File: src/rtl/pipeline_ctrl.sv
// Stall/flush controller: merges stage stall requests, sequences (possibly deferred) exception
// flushes, holds EX for multi-cycle MDU ops and runs a sticky stall watchdog.
package pipeline_ctrl_pkg;
  typedef struct packed {
    logic stall_if;
    logic stall_id;
    logic stall_ex;
    logic stall_mem;
  } Stall_t;
endpackage

module pipeline_ctrl
  import pipeline_ctrl_pkg::*;
#(
  parameter int MDU_CYCLES = 36,
  parameter int WDOG_LIMIT = 1024
) (
  input  logic        clk,
  input  logic        rst,
  input  logic        stall_req_if,
  input  logic        stall_req_id,
  input  logic        stall_req_ex,
  input  logic        stall_req_mem,
  input  logic        mdu_start,
  input  logic        except_occur,
  input  logic [31:0] except_vec,
  output Stall_t      stall,
  output logic        flush,
  output logic [31:0] flush_pc,
  output logic        mdu_done,
  output logic        stall_timeout
);

  localparam int MW = $clog2(MDU_CYCLES);
  localparam int WW = $clog2(WDOG_LIMIT + 1);

  typedef enum logic [1:0] {RUN, MDU_BUSY, EXC_PEND} state_t;

  state_t          state;
  logic [MW-1:0]   mdu_cnt;
  logic [31:0]     pend_vec;
  logic [WW-1:0]   wdog_cnt;
  logic            timeout_q;

  logic            exc_take;
  logic            flush_c;
  logic            mdu_go;
  logic            mdu_hold;
  logic            mdu_last;
  Stall_t          merged;
  logic [WW-1:0]   wdog_nxt;

  always_comb begin
    exc_take = (state != EXC_PEND) && except_occur;
    flush_c  = (exc_take || (state == EXC_PEND)) && !stall_req_mem;
    // An exception in the same cycle outranks a new MDU issue.
    mdu_go   = (state == RUN) && mdu_start && !except_occur;
    mdu_hold = mdu_go || (state == MDU_BUSY);
    mdu_last = (state == MDU_BUSY) && (mdu_cnt == MW'(MDU_CYCLES - 1));

    merged.stall_mem = stall_req_mem;
    merged.stall_ex  = merged.stall_mem | stall_req_ex | mdu_hold;
    merged.stall_id  = merged.stall_ex | stall_req_id;
    merged.stall_if  = merged.stall_id | stall_req_if;
    if (flush_c) merged = '0;

    if (!merged.stall_if) wdog_nxt = '0;
    else if (wdog_cnt == WW'(WDOG_LIMIT)) wdog_nxt = wdog_cnt;
    else wdog_nxt = wdog_cnt + 1'b1;
  end

  always_comb begin
    stall         = rst ? '0 : merged;
    flush         = !rst && flush_c;
    flush_pc      = (rst || !flush_c) ? 32'h0 : ((state == EXC_PEND) ? pend_vec : except_vec);
    mdu_done      = !rst && mdu_last && !except_occur;
    stall_timeout = !rst && timeout_q;
  end

  always_ff @(posedge clk) begin
    if (rst) begin
      state     <= RUN;
      mdu_cnt   <= '0;
      pend_vec  <= '0;
      wdog_cnt  <= '0;
      timeout_q <= 1'b0;
    end else begin
      if (flush_c) begin
        state   <= RUN;
        mdu_cnt <= '0;
      end else if (exc_take) begin
        // MEM stalled: remember the first exception and abort any MDU op.
        state    <= EXC_PEND;
        pend_vec <= except_vec;
        mdu_cnt  <= '0;
      end else if (mdu_go) begin
        state   <= MDU_BUSY;
        mdu_cnt <= MW'(1);
      end else if (state == MDU_BUSY) begin
        if (mdu_last) begin
          state   <= RUN;
          mdu_cnt <= '0;
        end else begin
          mdu_cnt <= mdu_cnt + 1'b1;
        end
      end
      wdog_cnt <= wdog_nxt;
      if (wdog_nxt == WW'(WDOG_LIMIT)) timeout_q <= 1'b1;
    end
  end

endmodule

File: config.mk
export PLATFORM = sky130hd
export DESIGN_NAME = pipeline_ctrl
export DESIGN_NICKNAME = d
export VERILOG_FILES = /design/src/rtl/pipeline_ctrl.sv
export SDC_FILE = /design/constraint.sdc
export NUM_CORES = 1
export LEC_CHECK = 0
export ABC_CLOCK_PERIOD_IN_PS = 3400
export BUFFER_PORTS_ARGS = -buffer_cell sky130_fd_sc_hd__buf_2
export CORE_MARGIN = 1.5
export CORE_UTILIZATION = 50
export DETAILED_ROUTE_END_ITERATION = 7
export MAX_ROUTING_LAYER = met4
export PLACE_DENSITY = 0.77
export SLEW_MARGIN = 20
export SYNTH_ARGS = -nofsm -noshare
export SYNTH_HDL_FRONTEND = slang
export SYNTH_SLANG_ARGS = --single-unit
File: constraint.sdc
create_clock -name clk -period 3.4 [get_ports clk]
set_input_delay 0.17 -clock clk [delete_from_list [all_inputs] [get_ports clk]]
set_output_delay 0.17 -clock clk [all_outputs]
set_load 0.05 [all_outputs]
==> results by group <==
Yosys
  • Mapped Cells: 394
  • Yosys warnings: 0
  • Netlist cell types: 43
  • Flops & latches, synth: 52
  • Synth Cell Area: 0.00273 mm^2
  • Mapped Nets: 437
  • Ys flop type: dfxtp_1
  • Ys async rst share: 0%
  • Post-synthesis sequential area ratio: 38.1%
  • Syn avg cell area: 6.93 um^2
  • Number of synthesized flops with an enable pin: 0

STA
  • Max Clk Rate: 407 MHz
  • Worst Max-Slew Pin Slew: 0.908 ns
  • # setup viols final: 0
  • Slew Viols, Final: 0
  • Tmin final: 2.45 ns
  • Setup Skew: 0.00555 ns
  • Post-route clock period utilization: 72.2%
  • Slew Limit Headroom: 39.2%
  • Setup TNS Final: 0 ns
  • Final Worst Setup Slack: 0.946 ns
  • RSZ-0062 raised after global routing: false
  • Hold Fails Final Rpt: 0

CTS
  • CTS max path bufs: 2
  • Number of CTS-inserted buffers: 5
  • Clock transition at path regs: 0.09 ns
  • Post-CTS sizing: 0
  • Clock tree sinks: 52
  • Post-CTS Setup Bufs: 0
  • Clk_lat worst skew: 0.30 ns
  • Root Buffer: clkbuf_8
  • # H-tree levels: 2
  • Post-CTS Hold Fix Bufs: 0
  • CTS tree: done

Cells and area
  • # diodes: 0
  • Final #Nets: 501
  • Final core occ: 63.0%
  • Most common cell after layout, fill and taps aside: nand2_1
  • Post-route non-filler standard cell count: 529
  • Layout cells sized above 1: 22.7%
  • Most frequent cells in the layout: nand2_1, buf_2, a21oi_1
  • Layout area overhead: 19.4%
  • Fillers: 482

Global routing
  • Total Routing Usage GR: 23.3%
  • Grt ovf: 0
  • Vias in the first global route: 2477
  • Largest net degree at the start of global routing: 39
  • First-pass GRT wire length: 11000 um
  • Initial antenna violation count: 0

Setup path
  • Type of element launching the critical path: register
  • WP buf/inv: 2
  • CP endpoint kind: output pin
  • Worst Path Max Fanout: 24
  • Max stage delay on crit path: 0.78 ns
  • Reg2reg path depth: 5
  • Data arrival, critical path: 2.28 ns
  • FF-to-FF End: pend_vec[0]
  • Worst EP required: 3.23 ns
  • Critical Path Stages: 5
  • CP max-delay cell: nor2b_2
  • Flop-to-flop setup slack: 1.22 ns
  • Setup CP Type: register to output pin
  • Worst path cell trace: nor2b_2 > buf_4 > nand2_1 > a21oi_1 > buf_2
  • Worst setup startpoint: state[1]
  • Crit path max-delay family: simple AND/OR/NAND/NOR gates
  • Worst r2r src: state[0]

Floorplan
  • Die area: 0.00592 mm^2
  • Core box area: 0.00517 mm^2
  • # IOs: 79
  • Die width: 76.9 um
  • Starting density of the core: 52.8%
  • Row cnt: 26
  • Chip height: 76.9 um

Placed design
  • Placed cells: 521
  • DP Wirelength: 4520 um
  • Place WS: 1.23 ns
  • # port buffers: 78
  • RD Place Congestion: 0.911

Routing
  • Vias: 2796
  • Post-DRT Antenna Nets: 0
  • Per-cell routed wire length: 12.4 um
  • Final wirelength: 6540 um
  • DRC Markers: 0
  • Initial drt markers: 175
  • Vias/cell: 5.29
  • First-pass iteration count of the detailed router: 4

Pwr
  • PD cells: 413 mW/mm^2
  • Worst VDD drop: 0.238 mV
  • Leak pwr: 1.39 nW

Hold path
  • Hold path cells: 3
  • Hold crit path type: input pin to register
  • Worst Hold Endpoint: pend_vec[23]
  • Hold path startpoint: except_vec[23]

Outcome
  • Status: complete, no violations

Run
  • Number of max-cap violations: 0
logic make-up after synthesis:
| logic type | synth area share (%) |
|---|---|
| and+or+nand+nor | 33.0 |
| AOI/OAI and AO/OA | 17.2 |
| DFF | 38.1 |
| buffers and inverters | 5.45 |
| xor gates and xnor gates | 4.49 |
| adders and majority gates | 1.37 |
| muxes | 0.412 |
cell type report:
cell class	count	area, um^2	share of cell area (%)
multi-input cells	307	1540	47.4
flip-flops and latches	52	1040	31.9
repair buffers	83	428	13.1
clock buffers	7	96.3	2.95
well taps	70	87.6	2.69
inverters	9	33.8	1.04
clock inverters	1	30.0	0.921
how the worst max path moves through the flow:
stage	to	slack, ns
after floorplan	flush_pc[22]	1.28
after CTS	flush_pc[3]	0.92
after global routing	flush_pc[5]	0.73
final	flush_pc[3]	0.95
after global placement	pend_vec[16]	1.27
after detailed placement	pend_vec[0]	1.23
flip-flops by register name, indices dropped and copies added, names as in the netlist:
register	flops
wdog_cnt	11
state	2
pend_vec	32
timeout_q	1
mdu_cnt	6
per-stage QoR:
stage          area (um^2)  hold WS [ns]  total power [W]
5_1_grt               3260        0.0908          0.00141
3_5_place_dp          3130         0.427         0.000903
4_1_cts               3260        0.0957          0.00136
3_3_place_gp          3130         0.424         0.000899
2_1_floorplan         2730         0.286         0.000832
6_report              3260         0.102          0.00135
metal layers:
layer	routed length, um	vias to the layer above	global-route usage (%)
met2	3220	87	38.9
li1	-	1410	-
met3	349	8	4.88
met5	0	-	-
met4	80	0	7.96
met1	2890	1291	27.8
synth_stat cells (2+ instances only):
cell type | number | area [um^2]
nor2b_1 | 6 | 37.5
xor2_1 | 5 | 43.8
nand3_1 | 6 | 30.0
o21ai_0 | 4 | 20.0
and2_1 | 2 | 12.5
nand2b_1 | 4 | 25.0
nor3_1 | 5 | 25.0
nor2_1 | 26 | 97.6
buf_2 | 5 | 25.0
nand4_1 | 4 | 25.0
inv_1 | 8 | 30.0
xnor2_1 | 9 | 78.8
nand3_2 | 2 | 20.0
ha_1 | 3 | 37.5
clkbuf_1 | 19 | 71.3
dfxtp_1 | 52 | 1040
nand2_1 | 139 | 522
a21oi_1 | 70 | 350
report_power, final:
| group | total, W | internal [W] | switching [W] | leakage, nW |
|---|---|---|---|---|
| registers | 0.000645 | 0.000631 | 0.0000146 | 0.423 |
| clock network | 0.000458 | 0.000260 | 0.000198 | 0.0645 |
| logic | 0.000243 | 0.0000744 | 0.000169 | 0.902 |
| total | 0.00135 | 0.000965 | 0.000381 | 1.39 |
tightest hold or removal path: stages:
cell and delay [ns]:
buf_2 0.10, nand2_1 0.05, a21oi_1 0.05
Note: power is estimated with default switching activity, not from simulation.
